$ cat config.mk
export PLATFORM = sky130hd
export DESIGN_NAME = five_stage_memory_arbiter
export DESIGN_NICKNAME = d
export VERILOG_FILES = /design/src/rtl/five_stage_memory_arbiter.sv
export SDC_FILE = /design/constraint.sdc
export NUM_CORES = 1
export LEC_CHECK = 0
export ABC_AREA = 1
export BUFFER_PORTS_ARGS = -buffer_cell sky130_fd_sc_hd__buf_2
export CELL_PAD_IN_SITES_DETAIL_PLACEMENT = 0
export CELL_PAD_IN_SITES_GLOBAL_PLACEMENT = 1
export CORE_MARGIN = 4
export CORE_UTILIZATION = 25
export CTS_CLUSTER_DIAMETER = 120
export DETAILED_ROUTE_END_ITERATION = 16
export PLACE_DENSITY = 0.8
export SETUP_SLACK_MARGIN = 0.4
export SLEW_MARGIN = 20
export SYNTH_ARGS = -nofsm -noshare
export SYNTH_HDL_FRONTEND = slang
export SYNTH_SLANG_ARGS = --single-unit
$ cat constraint.sdc
create_clock -name clock -period 1.25 [get_ports clock]
set_input_delay 0.0625 -clock clock [delete_from_list [all_inputs] [get_ports clock]]
set_output_delay 0.0625 -clock clock [all_outputs]
set_load 0.05 [all_outputs]
$ cat src/rtl/five_stage_memory_arbiter.sv
// Shares one single-ported memory between the five-stage core's fetch port and data port.
// Build option: define FIVE_STAGE_ARB_RR_EN for round-robin arbitration (default: data over fetch).
module five_stage_memory_arbiter #(
    parameter int DATA_WIDTH   = 32,
    parameter int ADDRESS_BITS = 20,
    parameter int NUM_BYTES    = DATA_WIDTH / 8
) (
    input  logic                    clock,
    input  logic                    reset,

    input  logic                    i_read,
    input  logic [ADDRESS_BITS-1:0] i_address,
    output logic                    i_ready,
    output logic                    i_valid,
    output logic [DATA_WIDTH-1:0]   i_data_out,
    output logic [ADDRESS_BITS-1:0] i_address_out,

    input  logic                    d_read,
    input  logic                    d_write,
    input  logic [NUM_BYTES-1:0]    d_byte_en,
    input  logic [ADDRESS_BITS-1:0] d_address,
    input  logic [DATA_WIDTH-1:0]   d_data_in,
    output logic                    d_ready,
    output logic                    d_valid,
    output logic [DATA_WIDTH-1:0]   d_data_out,
    output logic [ADDRESS_BITS-1:0] d_address_out,

    output logic                    mem_read,
    output logic                    mem_write,
    output logic [NUM_BYTES-1:0]    mem_byte_en,
    output logic [ADDRESS_BITS-1:0] mem_address,
    output logic [DATA_WIDTH-1:0]   mem_data_out,
    input  logic                    mem_ready,
    input  logic                    mem_valid,
    input  logic [DATA_WIDTH-1:0]   mem_data_in,
    input  logic [ADDRESS_BITS-1:0] mem_address_in
);

    typedef enum logic [1:0] {
        IDLE   = 2'd0,
        I_WAIT = 2'd1,
        D_WAIT = 2'd2
    } state_t;

    state_t state;
    state_t state_next;
    logic   last_grant_d;
    logic   last_grant_d_next;

    logic d_req;
    logic i_req;
    logic can_issue;
    logic grant_d;
    logic grant_i;

    // Reset gates issue so nothing leaks onto the memory bus while it is held.
    always_comb begin
        d_req     = d_read | d_write;
        i_req     = i_read;
        can_issue = (state == IDLE) && mem_ready && !reset;
`ifdef FIVE_STAGE_ARB_RR_EN
        if (d_req && i_req) begin
            grant_d = can_issue && !last_grant_d;
        end else begin
            grant_d = can_issue && d_req;
        end
`else
        grant_d = can_issue && d_req;
`endif
        grant_i = can_issue && i_req && !grant_d;
    end

    always_comb begin
        state_next        = state;
        last_grant_d_next = last_grant_d;
        i_ready           = grant_i;
        d_ready           = grant_d;
        i_valid           = 1'b0;
        d_valid           = 1'b0;
        mem_read          = 1'b0;
        mem_write         = 1'b0;
        mem_byte_en       = '0;
        mem_address       = '0;
        mem_data_out      = '0;

        case (state)
            IDLE: begin
                if (grant_d) begin
                    last_grant_d_next = 1'b1;
                    mem_address       = d_address;
                    mem_byte_en       = d_byte_en;
                    // A combined read+write is issued as a posted write only.
                    if (d_write) begin
                        mem_write    = 1'b1;
                        mem_data_out = d_data_in;
                    end else begin
                        mem_read   = 1'b1;
                        state_next = D_WAIT;
                    end
                end else if (grant_i) begin
                    last_grant_d_next = 1'b0;
                    mem_read          = 1'b1;
                    mem_address       = i_address;
                    mem_byte_en       = {NUM_BYTES{1'b1}};
                    state_next        = I_WAIT;
                end
            end
            I_WAIT: begin
                if (mem_valid && !reset) begin
                    i_valid    = 1'b1;
                    state_next = IDLE;
                end
            end
            D_WAIT: begin
                if (mem_valid && !reset) begin
                    d_valid    = 1'b1;
                    state_next = IDLE;
                end
            end
            default: begin
                state_next = IDLE;
            end
        endcase
    end

    always_ff @(posedge clock) begin
        if (reset) begin
            state         <= IDLE;
            last_grant_d  <= 1'b1;
            i_data_out    <= '0;
            i_address_out <= '0;
            d_data_out    <= '0;
            d_address_out <= '0;
        end else begin
            state        <= state_next;
            last_grant_d <= last_grant_d_next;
            if (i_valid) begin
                i_data_out    <= mem_data_in;
                i_address_out <= mem_address_in;
            end
            if (d_valid) begin
                d_data_out    <= mem_data_in;
                d_address_out <= mem_address_in;
            end
        end
    end

    a_single_owner: assert property (@(posedge clock) disable iff (reset)
        !(i_valid && d_valid));

    a_no_issue_while_waiting: assert property (@(posedge clock) disable iff (reset)
        (state != IDLE) |-> !(mem_read || mem_write || i_ready || d_ready));

    a_write_is_posted: assert property (@(posedge clock) disable iff (reset)
        mem_write |=> (state == IDLE));

endmodule

==> impl_metrics.env, run 1 <==
export IMPL_cts_sinks=106
export IMPL_period_needed_ns=1.82
export IMPL_dpl_cell_count=1102
export IMPL_worst_endpoint_required_ns=1.19
export IMPL_drive_above_1_share_pct=58.9
export IMPL_cts_buffer_depth=2
export IMPL_grt_pass1_vias=5480
export IMPL_endpoint_kind="output port"
export IMPL_r2r_start="state[1]"
export IMPL_period_share_pct=145
export IMPL_fin_ws_ns=-0.569
export IMPL_powerDensity_nw_per_um2=1260
export IMPL_die_height_um=140
export IMPL_antenna_found_initial=0
export IMPL_arrival_ns=1.76
export IMPL_path_buf_inv=4
export IMPL_synth_most_common_cell="nand2_1"
export IMPL_finalSetupViolations=168
export IMPL_clkLatencyLatePin_ns=0.34
export IMPL_ys_ff_latch=106
export IMPL_cts_inserted_buffers=9
export IMPL_place_congestion=0.771
export IMPL_yosysUniqueCellTypes=21
export IMPL_max_freq_mhz=550
export IMPL_finalNonFillerCells=1227
export IMPL_worst_slew_pin_transition_ns=0.404
export IMPL_synth_area_leaders="dfxtp_1 49%, nand2_1 19%, o21ai_0 6.3%"
export IMPL_critical_path_cell_chain="inv_2 -> ha_4 -> nand2_2 -> nor2_4 -> nand2_4 -> buf_12 -> clkinv_8 -> a22o_4 -> buf_6"
export IMPL_initial_core_util_pct=25.9
export IMPL_syn_nets=723
export IMPL_synth_top_area_share_pct=48.9
export IMPL_irDropWorstVdd_mv=0.889
export IMPL_yosysTopAreaCell="dfxtp_1"
export IMPL_clk_pin_slew_ns=0.08
export IMPL_drt_iter0_drc=224
export IMPL_synth_avg_cell_area_um2=7.41
export IMPL_synth_top_flop_cell="dfxtp_1"
export IMPL_clockRootBuffer="clkbuf_16"
export IMPL_cts_tree="yes"
export IMPL_cap_violations=0
export IMPL_htreeDepth=3
export IMPL_port_buffers=300
export IMPL_row_count=47
export IMPL_diodes=0
export IMPL_postRouteAntennaNets=0
export IMPL_syn_instance_count=585
export IMPL_synth_enable_flop_cells=0
export IMPL_drc=0
export IMPL_grt_max_degree=68
export IMPL_p_leak_uw=0.00463
export IMPL_startpoint="state[1]"
export IMPL_wl_um=20700
export IMPL_via_count=5525
export IMPL_worst_setup_path_type="flip-flop to output port"
export IMPL_synth_seq_area_share_pct=48.9
export IMPL_crit_path_top_delay_cell="dfxtp_2"
export IMPL_tns_ns=-53.32
export IMPL_ios=301
export IMPL_ys_async_sr_fraction_pct=0
export IMPL_hold_viol_final=0
export IMPL_core_area_um2=16800
export IMPL_synthesis_area_um2=4340
export IMPL_syn_to_final_growth_pct=129
export IMPL_wire_per_inst_um=16.9
export IMPL_synth_common_cells="225 x nand2_1, 106 x dfxtp_1, 55 x o21ai_0, 49 x o21ai_1, 39 x inv_1"
export IMPL_dp_hpwl_um=12600
export IMPL_rsz0062_at_grt="true"
export IMPL_max_slew_margin_pct=73.1
export IMPL_viasPerCell=4.50
export IMPL_layout_nets=1140
export IMPL_hp_class="input port to flip-flop"
export IMPL_hold_ws_ns=0.144
export IMPL_grt_usage_pct=18.6
export IMPL_clock_skew_ns=0.00818
export IMPL_die_w_um=140
export IMPL_violations="setup timing"
export IMPL_status="complete, but fails checks"
export IMPL_cp_top_family="buffers and inverters"
export IMPL_first_pass_iters=4
export IMPL_critPathLaunchType="flip-flop"
export IMPL_hold_start="mem_valid"
export IMPL_worst_path_max_fanout=6
export IMPL_yosysWarningCount=0
export IMPL_grt_pass1_wl_um=29200
export IMPL_dieArea_um2=19500
export IMPL_overflow=0
export IMPL_dp_slack_ns=-0.302
export IMPL_finalMaxSlewViolations=0
export IMPL_slowest_delay_ns=0.34
==> cell type report <==
class | instances | area [µm²]
Tap cell | 220 | 275
Sequential cell | 106 | 2180
Inverter | 42 | 173
Fill cell | 1357 | 6850
Clock buffer | 9 | 225
Clock inverter | 7 | 62.6
Timing Repair Buffer | 443 | 4460
Timing Repair inverter | 3 | 33.8
Multi-Input combinational cell | 397 | 2490
==> registers in the layout (all words and copies together) (netlist names) <==
name and flops:
d_address_out 20, d_data_out 32, i_address_out 20, i_data_out 32
state 2
==> per-stage QoR <==
step,instance area (µm²),power (µW),util [%]
CTS,8850,11800,52.8
floorplan,4820,6760,-
global placement,6860,7950,40.9
global route,9910,13000,59.1
detailed placement,6860,7960,40.9
finish,9910,12500,59.1
==> cells in the final DEF (no fill, tap or decap), types with 4 or more instances in the layout <==
cell type	n
dlygate4sd3_1	53
nor2_4	19
nor2_2	18
o21ai_1	69
o21ai_2	23
buf_16	13
inv_1	34
inv_2	4
dfxtp_1	59
o21ai_0	12
buf_6	50
clkbuf_16	12
a22o_4	20
buf_8	69
nand2_1	183
nand2_4	21
clkinvlp_4	4
nand2_2	22
buf_12	36
buf_2	185
buf_4	34
dfxtp_2	47
==> report_power, final <==
part	internal, µW	switching, µW
clock	1390	1400
combinational	2470	3250
sequential	3740	230
total	7600	4880
==> metal layers <==
layer / track usage [%] / vias up / part of all wire (%)
met5: 0 / - / 0
met3: 5.39 / 54 / 7.8
met1: 19.4 / 2517 / 33
met4: 7.85 / 0 / 4.4
met2: 34.7 / 266 / 55
li1: - / 2688 / -
==> final timing paths <==
path,slack (ns),cells after the start,endpoint
max reg2reg,-0.37,12,i_data_out[15]
max,-0.57,9,mem_address[0]
min,0.14,5,state[0]
min reg2reg,0.47,2,i_address_out[8]
==> worst min-delay path, stage by stage <==
cell and delay [ns]:
buf_2 0.11, nand2_4 0.10, a21oi_1 0.07, nand2_1 0.05, a21oi_1 0.06
==> kinds of logic (layout without fill, tap and decap cells) <==
logic type      count (synthesis)  after routing  share of synthesized area, %
simple gates                  267            267                          24.0
buf+inv                        82            504                          9.75
fa+ha+maj                       3              3                         0.866
compound gates                127            127                          16.5
flops                         106            106                          48.9
==> repair_timing <==
action                                  in CTS  in global routing
endpoints found under the setup margin     272                272
buffers inserted                            16                 20
cloned                                      17                  3
resized for setup                          227                331
hold endpoints to repair                   105                  1
hold buffers                                52                  1
pin swaps                                    5                  3
Note: power is estimated with default switching activity, not from simulation.
==> inputs of run 2 (changes only) <==
MAX_ROUTING_LAYER = met4   (was not set)
==> run 2 against run 1 <==
Effect of this change:
- via count is essentially flat
- critical path depth is the same
- maximum frequency shrank 0.24%
- the flow still finishes with violations (setup timing)
- global-route usage grew 0.57 points
- clock skew is essentially flat
- flip-flop and latch count is the same
==> impl_metrics.env, run 2 (synthesized netlist as in run 1, its figures left out) <==
export IMPL_clk_pin_slew_ns=0.08
export IMPL_p_sw_uw=4890
export IMPL_hp_class="input port to flip-flop"
export IMPL_cts_inserted_buffers=9
export IMPL_top_regs="d_data_out: 32 flops, i_data_out: 32 flops"
export IMPL_die_height_um=140
export IMPL_clkLatencyLatePin_ns=0.34
export IMPL_nFillCells=1358
export IMPL_finalSetupViolations=168
export IMPL_min_to="state[0]"
export IMPL_hold_viol_final=0
export IMPL_period_share_pct=146
export IMPL_irDropWorstVdd_mv=0.900
export IMPL_max_slew_margin_pct=73.9
export IMPL_dpl_cell_count=1102
export IMPL_grt_pass1_wl_um=29200
export IMPL_crit_path_top_delay_cell="dfxtp_2"
export IMPL_finalNonFillerCells=1226
export IMPL_layout_common_cells="185 x buf_2, 183 x nand2_1, 69 x buf_8"
export IMPL_clock_skew_ns=0.00816
export IMPL_hold_start="mem_valid"
export IMPL_tns_ns=-53.50
export IMPL_max_freq_mhz=549
export IMPL_cp_top_family="buffers and inverters"
export IMPL_slowest_delay_ns=0.34
export IMPL_dp_hpwl_um=12600
export IMPL_postRouteAntennaNets=0
export IMPL_switching_share_pct=39.1
export IMPL_first_pass_iters=5
export IMPL_clockRootBuffer="clkbuf_16"
export IMPL_syn_to_final_growth_pct=128
export IMPL_wl_um=20800
export IMPL_viasPerCell=4.50
export IMPL_clkPwrFrac_pct=22.4
export IMPL_path_buf_inv=4
export IMPL_critical_path_cell_chain="inv_2 -> ha_4 -> nand2_2 -> nor2_4 -> nand2_4 -> buf_12 -> clkinv_8 -> a22o_4 -> buf_6"
export IMPL_worst_setup_path_type="flip-flop to output port"
export IMPL_reg2reg_depth=12
export IMPL_dieArea_um2=19500
export IMPL_r2r_end="i_data_out[15]"
export IMPL_initial_core_util_pct=25.9
export IMPL_cts_buffer_depth=2
export IMPL_final_common_cell="buf_2"
export IMPL_via_count=5523
export IMPL_whs_path_depth=5
export IMPL_r2r_start="state[1]"
export IMPL_finalMaxSlewViolations=0
export IMPL_diodes=0
export IMPL_status="complete, but fails checks"
export IMPL_row_count=47
export IMPL_cts_tree="yes"
export IMPL_drt_iter0_drc=218
export IMPL_place_congestion=0.781
export IMPL_worst_endpoint_required_ns=1.19
export IMPL_fin_ws_ns=-0.573
export IMPL_grt_pass1_vias=5494
export IMPL_drive_above_1_share_pct=59.0
export IMPL_violations="setup timing"
export IMPL_critPathLaunchType="flip-flop"
export IMPL_grt_max_degree=68
export IMPL_ios=301
export IMPL_cap_violations=0
export IMPL_comb_power_share_pct=45.8
export IMPL_multiInputGateArea_um2=2500
export IMPL_p_int_uw=7600
export IMPL_grt_usage_pct=19.2
export IMPL_antenna_found_initial=0
export IMPL_arrival_ns=1.76
export IMPL_ff2ff_setup_slack_ns=-0.37
export IMPL_powerDensity_nw_per_um2=1260
export IMPL_port_buffers=300
export IMPL_drc=0
export IMPL_p_leak_uw=0.00463
export IMPL_rsz0062_at_grt="true"
export IMPL_die_w_um=140
export IMPL_regArea_um2=2180
export IMPL_p_seq_share_pct=31.8
export IMPL_overflow=0
export IMPL_htreeDepth=3
export IMPL_layout_nets=1139
export IMPL_endpoint_kind="output port"
export IMPL_worst_slew_pin_transition_ns=0.392
export IMPL_period_needed_ns=1.82
export IMPL_cts_sinks=106
export IMPL_core_area_um2=16800
export IMPL_worst_path_max_fanout=6
export IMPL_wire_per_inst_um=17.0
## run 2: cell types whose count changed in the layout (fill, tap and decap cells not counted), sizes merged
cell	delta
buf	-1
## run 2: area by class of cell
type / count / area share, %
Sequential cell: 106 / 22.0
Timing Repair inverter: 3 / 0.341
Multi-Input combinational cell: 397 / 25.2
Timing Repair Buffer: 442 / 45.0
Clock buffer: 9 / 2.27
Tap cell: 220 / 2.78
Inverter: 42 / 1.74
Clock inverter: 7 / 0.632
## run 2: per-layer routing
layer	vias up	track usage [%]	share of wire, %
met5	-	-	0
met3	48	4.22	6.0
li1	2689	-	-
met4	0	7.85	3.8
met2	240	34.7	56
met1	2546	20.3	34
## run 2: metrics by stage
| step | utilization [%] | setup slack (ns) | hold slack, ns | power, µW | instance area (µm²) |
|---|---|---|---|---|---|
| after floorplan | - | -0.461 | 0.124 | 6760 | 4820 |
| after global placement | 40.9 | -0.277 | 0.278 | 7950 | 6860 |
| after detailed placement | 40.9 | -0.302 | 0.283 | 7960 | 6860 |
| after CTS | 52.8 | -0.565 | -0.0676 | 11800 | 8850 |
| after global routing | 59.1 | -0.644 | 0.177 | 13000 | 9910 |
| final | 59.1 | -0.573 | 0.144 | 12500 | 9910 |
## run 2: power by group through the flow
stage | registers (µW) | clock network (µW) | logic (µW)
2_1_floorplan | 4980 | 0 | 1770
3_3_place_gp | 3940 | 0 | 4010
3_5_place_dp | 3940 | 0 | 4020
4_1_cts | 3860 | 2850 | 5040
5_1_grt | 4000 | 3020 | 6010
6_report | 3970 | 2800 | 5720
## run 2: worst reg2reg max path, delay by kind of cell (launching register included)
kind / cells / cell delay [ns]
buffers and inverters: 8 / 0.87
DFF: 1 / 0.34
adders and majority gates: 1 / 0.14
and+or+nand+nor: 2 / 0.10
AOI/OAI and AO/OA: 1 / 0.06
## run 2: what timing repair did
item                                   4_1_cts  5_1_grt
endpoints found under the hold margin      105        1
setup endpoints to repair                  272      272
resized for setup                          227      333
pin swaps                                    5        3
cloned                                      17        3
hold buffers                                52        1
setup buffers                               16       19
## run 2: how the worst max path moves through the flow
stage,from,to,depth (start not counted)
floorplan,state[0],state[0],9
global placement,state[1],mem_address[8],8
detailed placement,state[1],mem_byte_en[3],10
CTS,state[1],mem_data_out[28],8
global route,state[1],mem_address[12],9
finish,state[1],mem_address[0],9
==> inputs of run 3 (changes only) <==
CELL_PAD_IN_SITES_DETAIL_PLACEMENT = not set   (was 0)
CELL_PAD_IN_SITES_GLOBAL_PLACEMENT = not set   (was 1)
CORE_UTILIZATION = 37   (was 25)
PLACE_DENSITY = 0.79   (was 0.8)
==> run 3 against run 2 <==
Effect of this change:
- the run ends with hold timing, setup timing left
- count of clock-buffer cells in the layout unchanged
- flip-flop and latch count unchanged
- combinational power up 10%
- clock power about the same
- setup slack worse by 0.068 ns
- global-route usage up 14 points
- critical path depth unchanged
- power up 4.7%
- routed wire length up 39%
==> impl_metrics.env, run 3 (synthesized netlist as in run 1, its figures left out) <==
export IMPL_row_count=39
export IMPL_finalNonFillerCells=1164
export IMPL_cts_sinks=106
export IMPL_p_leak_uw=0.00506
export IMPL_cap_violations=0
export IMPL_min_to="state[0]"
export IMPL_ff2ff_setup_slack_ns=-0.57
export IMPL_reg2reg_depth=12
export IMPL_clock_skew_ns=0.0131
export IMPL_rsz0062_at_grt="true"
export IMPL_dp_slack_ns=-0.310
export IMPL_max_slew_margin_pct=69.3
export IMPL_clkLatencyLatePin_ns=0.36
export IMPL_viasPerCell=5.66
export IMPL_finalMaxSlewViolations=0
export IMPL_period_needed_ns=1.89
export IMPL_clk_pin_slew_ns=0.07
export IMPL_grt_pass1_wl_um=33700
export IMPL_endpoint_kind="output port"
export IMPL_dieArea_um2=13500
export IMPL_hold_start="reset"
export IMPL_top_regs="d_data_out: 32 flops, i_data_out: 32 flops"
export IMPL_critPathLaunchType="flip-flop"
export IMPL_irDropWorstVdd_mv=1.15
export IMPL_grt_usage_pct=33.4
export IMPL_grt_pass1_vias=6248
export IMPL_r2r_end="i_address_out[17]"
export IMPL_first_pass_iters=6
export IMPL_powerDensity_nw_per_um2=1250
export IMPL_arrival_ns=1.83
export IMPL_period_share_pct=151
export IMPL_hold_ws_ns=-0.0424
export IMPL_antenna_found_initial=0
export IMPL_startpoint="state[0]"
export IMPL_drive_above_1_share_pct=65.1
export IMPL_clockRootBuffer="clkbuf_16"
export IMPL_htreeDepth=3
export IMPL_layout_common_cells="185 x buf_2, 148 x nand2_1, 70 x buf_8"
export IMPL_via_count=6587
export IMPL_final_common_cell="buf_2"
export IMPL_wl_um=28900
export IMPL_worst_setup_path_type="flip-flop to output port"
export IMPL_worst_slew_pin_transition_ns=0.461
export IMPL_whs_path_depth=2
export IMPL_postRouteAntennaNets=0
export IMPL_die_height_um=116
export IMPL_finalSetupViolations=168
export IMPL_drc=0
export IMPL_syn_to_final_growth_pct=141
export IMPL_nFillCells=400
export IMPL_hp_class="input port to flip-flop"
export IMPL_drt_iter0_drc=722
export IMPL_status="complete, but fails checks"
export IMPL_layout_nets=1154
export IMPL_max_freq_mhz=529
export IMPL_place_congestion=0.948
export IMPL_die_w_um=116
export IMPL_port_buffers=300
export IMPL_grt_max_degree=105
export IMPL_cts_inserted_buffers=9
export IMPL_wire_per_inst_um=24.9
export IMPL_cts_tree="yes"
export IMPL_overflow=0
export IMPL_violations="hold timing, setup timing"
export IMPL_core_area_um2=11500
export IMPL_r2r_start="state[1]"
export IMPL_ios=301
export IMPL_fin_ws_ns=-0.641
export IMPL_dpl_cell_count=1022
export IMPL_dp_hpwl_um=11800
export IMPL_worst_path_max_fanout=11
export IMPL_initial_core_util_pct=37.8
export IMPL_cts_hold_buffers=52
export IMPL_worst_endpoint_required_ns=1.19
export IMPL_hold_viol_final=1
export IMPL_cts_buffer_depth=2
==> run 3: worst max-delay path, cell delays in order (launching register included) <==
cell and delay (ns):
dfxtp_2 0.33, inv_2 0.07, ha_4 0.17, nand2_4 0.06, nor2_4 0.12, buf_6 0.14
nand2_8 0.09, buf_12 0.17, nor2_2 0.13, buf_6 0.18
==> run 3: layout make-up <==
type                       instances  area, µm²  share of cell area [%]
antenna                            1       2.50                  0.0240
clock buffer                       9        225                    2.16
clock inverter                     6       50.0                   0.479
inverter                          42        174                    1.67
multi-input combinational        397       2870                    27.5
sequential                       106       2170                    20.8
tap                              143        179                    1.71
timing repair buffer             457       4730                    45.3
timing repair inverter             3       28.8                   0.276
==> run 3: where the power goes <==
part           internal, µW  leakage [µW]  switching (µW)
combinational          2620       0.00404            3670
sequential             3730      0.000878             267
clock                  1370      0.000134            1420
total                  7720       0.00506            5360
==> run 3: per-layer routing <==
metal	track usage, %	wire (µm)
met5	-	0
met2	59.0	14900
met4	15.9	2240
met1	35.9	9170
met3	6.22	2620
==> run 3: worst max-delay path by stage <==
stage | depth (start not counted) | end | slack, ns
6_report | 9 | mem_data_out[15] | -0.64
5_1_grt | 9 | mem_data_out[6] | -0.68
4_1_cts | 9 | mem_data_out[7] | -0.57
3_5_place_dp | 8 | mem_address[12] | -0.31
3_3_place_gp | 8 | mem_address[7] | -0.27
2_1_floorplan | 9 | state[0] | -0.46
==> run 3: metrics by stage <==
step	setup TNS [ns]	hold WS, ns	area, µm²	total power (µW)	utilization, %
6_report	-69.34	-0.0424	10400	13100	91.1
4_1_cts	-53.55	-0.0588	9290	11900	81.0
3_3_place_gp	-19.39	0.278	6600	7780	57.5
2_1_floorplan	-17.79	0.124	4820	6760	-
3_5_place_dp	-23.51	0.283	6600	7830	57.5
5_1_grt	-77.38	-0.0551	10400	13400	91.0
==> run 3: what timing repair did <==
item	in CTS	in global routing
endpoints found under the setup margin	272	272
gates resized for setup	366	321
pin swaps	6	7
setup buffers	24	23
cloned	25	2
hold endpoints to repair	105	1
